$ cat src/rtl/mem_arb_pkg.sv
// Shared types and constants for the unified-memory arbiter between the
// fetch (IF) and data (MEM) pipeline ports.
package mem_arb_pkg;

    typedef enum logic [0:0] {
        ST_IDLE,
        ST_WAIT
    } arb_state_t;

    typedef enum logic [1:0] {
        OWN_NONE,
        OWN_IF,
        OWN_D
    } arb_owner_t;

    localparam logic [3:0] MEM_ALL_BYTES = 4'hF;

endpackage : mem_arb_pkg

$ cat src/rtl/mem_arbiter.sv
// Serializes IF and data accesses onto the single-port memory: data wins,
// fetch is forced through after FETCH_MAX_WAIT consecutive losses.
module mem_arbiter
    import mem_arb_pkg::*;
#(
    parameter int unsigned MEM_LAT        = 1,
    parameter int unsigned FETCH_MAX_WAIT = 4
) (
    input  logic        clk,
    input  logic        rst_n,

    input  logic        if_req_valid,
    input  logic [31:0] if_req_addr,
    output logic        if_req_ready,
    input  logic        if_flush,
    output logic        if_rsp_valid,
    output logic [31:0] if_rsp_data,

    input  logic        d_req_valid,
    input  logic        d_req_we,
    input  logic [3:0]  d_req_be,
    input  logic [31:0] d_req_addr,
    input  logic [31:0] d_req_wdata,
    output logic        d_req_ready,
    output logic        d_rsp_valid,
    output logic [31:0] d_rsp_data,

    output logic        mem_en,
    output logic        mem_we,
    output logic [3:0]  mem_be,
    output logic [31:0] mem_addr,
    output logic [31:0] mem_wdata,
    input  logic [31:0] mem_rdata
);

    if (MEM_LAT < 1 || MEM_LAT > 4 || FETCH_MAX_WAIT < 1 || FETCH_MAX_WAIT > 15) begin : g_bad_params
        $fatal(1, "mem_arbiter: MEM_LAT must be 1..4 and FETCH_MAX_WAIT 1..15");
    end

    localparam logic [1:0] LAT_LOAD   = 2'(MEM_LAT - 1);
    localparam logic [3:0] STARVE_MAX = 4'(FETCH_MAX_WAIT);

    arb_state_t state, state_next;
    arb_owner_t owner, owner_next;
    logic [1:0] lat_cnt, lat_cnt_next;
    logic [3:0] starve_cnt, starve_cnt_next;
    logic       flushed, flushed_next;

    logic rsp_cycle, can_grant, fetch_forced, grant_d, grant_if, d_store;

    // The response cycle doubles as a grant slot so reads can be pipelined.
    assign rsp_cycle    = (state == ST_WAIT) && (lat_cnt == 2'd0);
    assign can_grant    = (state == ST_IDLE) || rsp_cycle;
    assign fetch_forced = if_req_valid && (starve_cnt == STARVE_MAX);
    assign grant_d      = can_grant && d_req_valid && !fetch_forced;
    assign grant_if     = can_grant && if_req_valid && !grant_d;
    assign d_store      = grant_d && d_req_we;

    // NOTE: every output of a combinational block gets a default first so no
    // path leaves it unassigned and a latch is never inferred.
    always_comb begin
        if_req_ready = grant_if;
        d_req_ready  = grant_d;
        mem_en       = grant_d || grant_if;
        mem_we       = d_store;
        mem_be       = 4'h0;
        mem_addr     = 32'h0;
        mem_wdata    = 32'h0;
        if (d_store) begin
            mem_be    = d_req_be;
            mem_wdata = d_req_wdata;
        end else if (mem_en) begin
            mem_be = MEM_ALL_BYTES;
        end
        if (grant_d) begin
            mem_addr = d_req_addr;
        end else if (grant_if) begin
            mem_addr = if_req_addr;
        end

        if_rsp_valid = rsp_cycle && (owner == OWN_IF) && !flushed && !if_flush;
        d_rsp_valid  = rsp_cycle && (owner == OWN_D);
        if_rsp_data  = if_rsp_valid ? mem_rdata : 32'h0;
        d_rsp_data   = d_rsp_valid  ? mem_rdata : 32'h0;
    end

    always_comb begin
        state_next   = state;
        owner_next   = owner;
        lat_cnt_next = lat_cnt;
        flushed_next = flushed;
        if (can_grant) begin
            flushed_next = 1'b0;
            if (grant_if || (grant_d && !d_req_we)) begin
                state_next   = ST_WAIT;
                owner_next   = grant_if ? OWN_IF : OWN_D;
                lat_cnt_next = LAT_LOAD;
            end else begin
                state_next   = ST_IDLE;
                owner_next   = OWN_NONE;
                lat_cnt_next = 2'd0;
            end
        end else begin
            // Still waiting on memory: a flush only marks the read as dead.
            lat_cnt_next = lat_cnt - 2'd1;
            flushed_next = flushed || ((owner == OWN_IF) && if_flush);
        end

        if (!if_req_valid || grant_if) begin
            starve_cnt_next = 4'd0;
        end else if (starve_cnt == STARVE_MAX) begin
            starve_cnt_next = starve_cnt;
        end else begin
            starve_cnt_next = starve_cnt + 4'd1;
        end
    end

    // NOTE: sequential state uses non-blocking assignments so every register
    // samples the pre-edge values regardless of statement order.
    always_ff @(posedge clk or negedge rst_n) begin
        if (!rst_n) begin
            state      <= ST_IDLE;
            owner      <= OWN_NONE;
            lat_cnt    <= 2'd0;
            starve_cnt <= 4'd0;
            flushed    <= 1'b0;
        end else begin
            state      <= state_next;
            owner      <= owner_next;
            lat_cnt    <= lat_cnt_next;
            starve_cnt <= starve_cnt_next;
            flushed    <= flushed_next;
        end
    end

endmodule : mem_arbiter

$ cat config.mk
export PLATFORM = sky130hd
export DESIGN_NAME = mem_arbiter
export DESIGN_NICKNAME = d
export VERILOG_FILES = /design/src/rtl/mem_arb_pkg.sv /design/src/rtl/mem_arbiter.sv
export SDC_FILE = /design/constraint.sdc
export NUM_CORES = 1
export LEC_CHECK = 0
export CORE_AREA = 2 2 106 108
export CTS_CLUSTER_SIZE = 28
export DETAILED_ROUTE_END_ITERATION = 16
export DIE_AREA = 0 0 108 110
export PLACE_DENSITY_LB_ADDON = 0.15
export SYNTH_ARGS = -nofsm -noshare
export SYNTH_HDL_FRONTEND = slang
export SYNTH_SLANG_ARGS = --single-unit
export TNS_END_PERCENT = 20
$ cat constraint.sdc
create_clock -name clk -period 2.1 [get_ports clk]
set_input_delay 0.42 -clock clk [delete_from_list [all_inputs] [get_ports clk]]
set_output_delay 0.42 -clock clk [all_outputs]
set_load 0.005 [all_outputs]
* Word level (Yosys, flattened, before mapping)
Index checks and enable logic that the tools add are counted.
** Word-level totals
- Bits in registers :: 10
- Latch bits :: 0
- Memory bits (writable) :: 0
- Bits in read-only memories :: 0
- Output and inout bits :: 138
- Memories :: 0
** Operators by class
- $add $sub $neg :: 2
- Multiply operators :: 0
- Div/mod/pow operators :: 0
- Order comparisons :: 0
- Equality and inequality tests :: 4
- Shifts and indexed selects :: 0
- Mux-type cells :: 14
- Bitwise logic cells :: 1
- Reductions and logical operators :: 25
** Operator list (number)
- $mux 32 :: 5
- $mux 4 :: 4
- $logic_and 1x1->1 :: 13
- $logic_not 1->1 :: 6
- $mux 2 :: 3
- $logic_or 1x1->1 :: 5
- $add 4x1->4 const B :: 1
- $eq 4x3->1 const B :: 1
- $eq 2x1->1 const B :: 1
- $eq 2x2->1 const B :: 1
- $logic_not 2->1 :: 1
- $mux 1 :: 2
- $ne 2x2->1 const B :: 1
- $sub 2x1->2 const B :: 1
- $not 1->1 :: 1

* Depth between registers and ports, before layout
- Depth after elaboration :: 10
- Gate-level depth with buffers :: 7

* Worst setup path before layout
OpenSTA, ideal clock, no wires.
- Kind :: register to output
- From :: reg starve_cnt[0]
- To :: out mem_addr[16]
- Arrival :: 1.337 ns
- Path slack :: 0.343 ns
- Cell stages (with the launch flop) :: 8
- Path through :: dfrtp_1 -> inv_1 -> ha_1 -> and3b_1 -> o21ai_2 -> buf_6 -> buf_6 -> o22ai_2
** On the way
- Word-level cells in the longest chain between the ends :: 8
** Ends and longest elaborated chain
- from (decl) :: line mem_arbiter.sv:46 : logic [3:0] starve_cnt, starve_cnt_next;
- from (signal assigned) :: line mem_arbiter.sv:131 : starve_cnt <= starve_cnt_next;
- $eq 4x3->1 * :: line mem_arbiter.sv:54 : assign fetch_forced = if_req_valid && (starve_cnt == STARVE_MAX);
- $logic_and 1x1->1 * :: line mem_arbiter.sv:54
- $logic_not 1->1 * :: line mem_arbiter.sv:55 : assign grant_d = can_grant && d_req_valid && !fetch_forced;
- $logic_and 1x1->1 * :: line mem_arbiter.sv:55
- $logic_not 1->1 :: line mem_arbiter.sv:56 : assign grant_if = can_grant && if_req_valid && !grant_d;
- $logic_and 1x1->1 :: line mem_arbiter.sv:56
- $mux 32 :: line mem_arbiter.sv:77 : end else if (grant_if) begin
- $mux 32 * :: line mem_arbiter.sv:75 : if (grant_d) begin
- to (decl) :: line mem_arbiter.sv:31 : output logic [31:0] mem_addr,
Mark *: on every way between the ends. The rest lies on a longest branch, timed or not.

* Final worst setup path
- From :: reg starve_cnt[1]
- To :: out mem_wdata[25]
** On the way
- Word-level cells in the longest chain between the ends :: 6
** Ends and longest elaborated chain
- $eq 4x3->1 :: line mem_arbiter.sv:54
- $logic_and 1x1->1 :: line mem_arbiter.sv:54
- $logic_not 1->1 :: line mem_arbiter.sv:55
- $logic_and 1x1->1 :: line mem_arbiter.sv:55
- $logic_and 1x1->1 :: line mem_arbiter.sv:57 : assign d_store = grant_d && d_req_we;
- $mux 32 :: line mem_arbiter.sv:69 : if (d_store) begin
- to (decl) :: line mem_arbiter.sv:32 : output logic [31:0] mem_wdata,
No other way between the ends.

==> key figures <==
Timing
  • Final min period: roughly 2.2 ns
  • # setup viols final: between 60 and 70
  • Unrepaired setup endpoints after global routing: yes
  • Final hold viol count: 0
  • Fin worst setup slack: -0.1078 ns
  • Least-Margin Pin Slew: between 0.4 and 0.5 ns
  • Max-slew headroom: about two thirds
  • Layout Skew: ~0.0011 ns
  • FMAX: roughly 0.45 GHz
  • Fin crit share: 105.1%
  • Slew Limit Fails: 0

Power
  • Pleak: about 2.7 nW
  • Design Power: between 0.001 and 0.0015 W
  • Sw power: around 0.00035 W
  • Peak supply drop: around 0.16 mV
  • Total power divided by cell area: between 200 and 250 nW/µm²
  • Clk pwr share: roughly 20%
  • Share of total power in sequential cells: about 17%
  • Comb pwr share: between 60% and 70%
  • Int Pwr: approximately 0.00087 W
  • Switching part of the total: between 20 and 30%

Drt
  • Initial DRC count: 95
  • Via-per-instance ratio: 4.341
  • Total Wirelength: around 12 mm
  • Initial DRT Pass Iterations: 4
  • Via total after detailed routing: ~3.2k
  • Post-DRT Antenna Nets: 0
  • WL per Instance: around 16 µm
  • # DRC: 0

Clocking
  • Clk sink count: 10
  • CTS H-Tree Depth: 1
  • Clock Path Buffers: 2
  • Clk Latency, worst-skew pair: around 0.24 ns
  • CTS Buf Count: 3
  • Clk slew on worst S/H paths: about 0.05 ns
  • TritonCTS clock tree: built
  • CTS Root Cell: clkbuf_8

GRT
  • Gr usage total: 17.39%
  • Global-route wire length before repair: between 15 and 20 mm
  • Vias in the first global route: ~3k
  • Total grt overflow: 0
  • Largest net degree at the start of global routing: 24
  • Initial antenna violation count: 0

Worst setup path
  • Crit path max-delay cell type: dfrtp_1
  • Worst Path Required: 1.68 ns
  • R2r worst-path depth: 8
  • Kind of end point of the critical path: output port
  • CP max stage delay: around 0.38 ns
  • Number of cells on the critical path: 7
  • Reg-to-Reg Start: starve_cnt[1]
  • Critical path fanouts, max: 5
  • R2R setup slack: approximately 0.50 ns
  • Worst r2r dst: state
  • Crit path arrival time: 1.79 ns
  • Crit path buf inv count: 3
  • Worst Setup Path Type: register to output port
  • Delay-heaviest family, CP: simple AND/OR/NAND/NOR gates
  • CP Cell Sequence: inv_2 -> ha_4 -> nand4b_1 -> buf_4 -> and4_4 -> and2_1 -> clkdlybuf4s15_2
  • CP Launch Type: register

Floorplanning
  • DIE AREA: 11880 µm²
  • Die span in y: around 110 µm
  • Die width: roughly 110 µm
  • Cell row count: 38
  • # IOs: approximately 280
  • Starting density of the core: between 10% and 20%
  • Core area: about 11000 µm²

Synth
  • Synth Instances: around 290
  • Yosys reg bits: 10
  • Syn nets: approximately 430
  • Ys Warns: 0
  • Sequential fraction of the synthesis area: between 10% and 20%
  • Library cells used by synthesis: 33
  • Netlist Area Pre-Place: 1799 µm²
  • Avg Inst Size Synth: around 6.3 µm²

Run
  • Max-cap violation count: 0

Final layout
  • Post-route cell area: around 5300 µm²
  • NumNets Final: 750
  • Ant. Diodes: 0
  • Multi-input logic area: ~1700 µm²
  • Area growth syn-to-layout: 196.2%
  • Layout cells sized above 1: 45.89%
  • Filler instances: between 1k and 1.5k
  • Storage element area: approximately 250 µm²
  • Non-filler cells, final: between 700 and 800

Place
  • Final RePlAce weighted congestion: 0.7424
  • DPL Wire Length: between 8 and 9 mm
  • Cells after DPL: just under 700
  • DP Area: a little under 5000 µm²
  • Buffers on Ports: 275

Status
  • Failing checks: setup timing
  • Status: complete, but fails checks

Worst hold path
  • Hold path startpoint: lat_cnt[0]
  • Worst Hold Class: register to register
  • Hold Path Sink: lat_cnt[0]
  • WHS Path Cells: 1
## per-layer routing
layer	track usage (%)	vias to the layer above	wire (µm)
met4	3.755	0	152
met5	0	-	0
met1	18.31	1467	4166
met3	4.879	10	1168
li1	-	1600	-
met2	34.23	170	6324
## sequential cells by signal, indices dropped and copies added (netlist names)
name and flops:
flushed 1, starve_cnt 4, owner 2, lat_cnt 2, state 1
## cell families after synthesis
group / synth area share, %
flops: 13.91
buf+inv: 9.457
fa+ha+maj: 2.086
mux: 0.5564
compound gates: 18.57
xor+xnor: 0.4869
simple gates: 54.94
## area by class of cell
cell class,instances,share of cell area (%)
Multi-Input combinational cell,246,32.23
Inverter,8,0.5634
Sequential cell,10,4.695
Clock buffer,4,1.033
Timing Repair Buffer,340,58.19
Tap cell,140,3.286
## timing repair
item | in CTS | in global routing
endpoints found under the setup margin | 138 | 134
gates resized for setup | 503 | 173
buffers inserted | 26 | 7
cloned | 15 | 3
pin swaps | 26 | 44
hold endpoints to repair | 0 | 0
hold buffers | 0 | 0
## how the worst max path moves through the flow
stage          slack, ns          start             to
6_report           -0.11  starve_cnt[1]  mem_wdata[25]
5_1_grt            -0.18  starve_cnt[1]  mem_wdata[25]
4_1_cts            -0.25  starve_cnt[0]   mem_addr[17]
3_5_place_dp       -0.45    d_req_valid  mem_wdata[14]
2_1_floorplan       0.34  starve_cnt[0]   mem_addr[16]
3_3_place_gp       -0.42    d_req_valid    mem_addr[0]
## cell usage in the layout (no fill, tap or decap), types with 6 or more instances in the layout
cell type / Yosys / final
dfrtp_1: 10 / 10
nand2_1: 73 / 68
buf_12: 0 / 6
and2_1: 96 / 64
buf_2: 14 / 83
clkdlybuf4s50_1: 0 / 133
and2_4: 0 / 32
clkbuf_2: 2 / 18
buf_6: 2 / 55
o22ai_2: 3 / 14
buf_4: 2 / 26
o22ai_1: 31 / 18
## power groups by stage
stage	logic [W]	clock network, W	registers [W]
6_report	0.000769	0.000246	0.000206
5_1_grt	0.000826	0.000261	0.000207
4_1_cts	0.000703	0.000248	0.000206
3_5_place_dp	0.000710	0	0.000206
3_3_place_gp	0.000709	0	0.000206
2_1_floorplan	0.000180	0	0.000205
## through the flow
step / utilization (%) / hold WS [ns] / TNS [ns] / worst slack (ns)
3_5_place_dp: 45.10 / 0.4184 / -44.84 / -0.4522
3_3_place_gp: 45.10 / 0.4130 / -42.01 / -0.4246
6_report: 49.82 / 0.4445 / -2.750 / -0.1078
2_1_floorplan: - / 0.1244 / 0 / 0.3434
4_1_cts: 47.52 / 0.4468 / -5.057 / -0.2495
5_1_grt: 49.82 / 0.4609 / -9.538 / -0.1753
## synthesized netlist by cell type
cell	count	area (µm²)
a211oi_1	1	7.510
a21oi_1	5	25.02
a221oi_1	1	8.760
a31oi_1	1	6.260
and2_1	96	600.6
and3b_1	1	8.760
and4_4	1	11.26
buf_2	14	70.07
buf_4	2	15.01
buf_6	2	22.52
clkbuf_1	6	22.52
clkbuf_2	2	10.01
dfrtp_1	10	250.2
ha_1	3	37.54
inv_1	8	30.03
mux2i_1	1	10.01
nand2_1	73	274.0
nand2b_1	2	12.51
nand3_1	1	5.000
nand3b_1	1	7.510
nand4b_1	1	8.760
nor2_1	6	22.52
nor2b_1	1	6.260
nor3_2	1	10.01
nor4_4	1	21.27
o211ai_1	1	7.510
o21ai_0	5	25.02
o21ai_1	1	5.000
o21ai_2	1	8.760
o22ai_1	31	193.9
o22ai_2	3	37.54
o32ai_1	1	8.760
xnor2_1	1	8.760
Note: power is estimated with default switching activity, not from simulation.
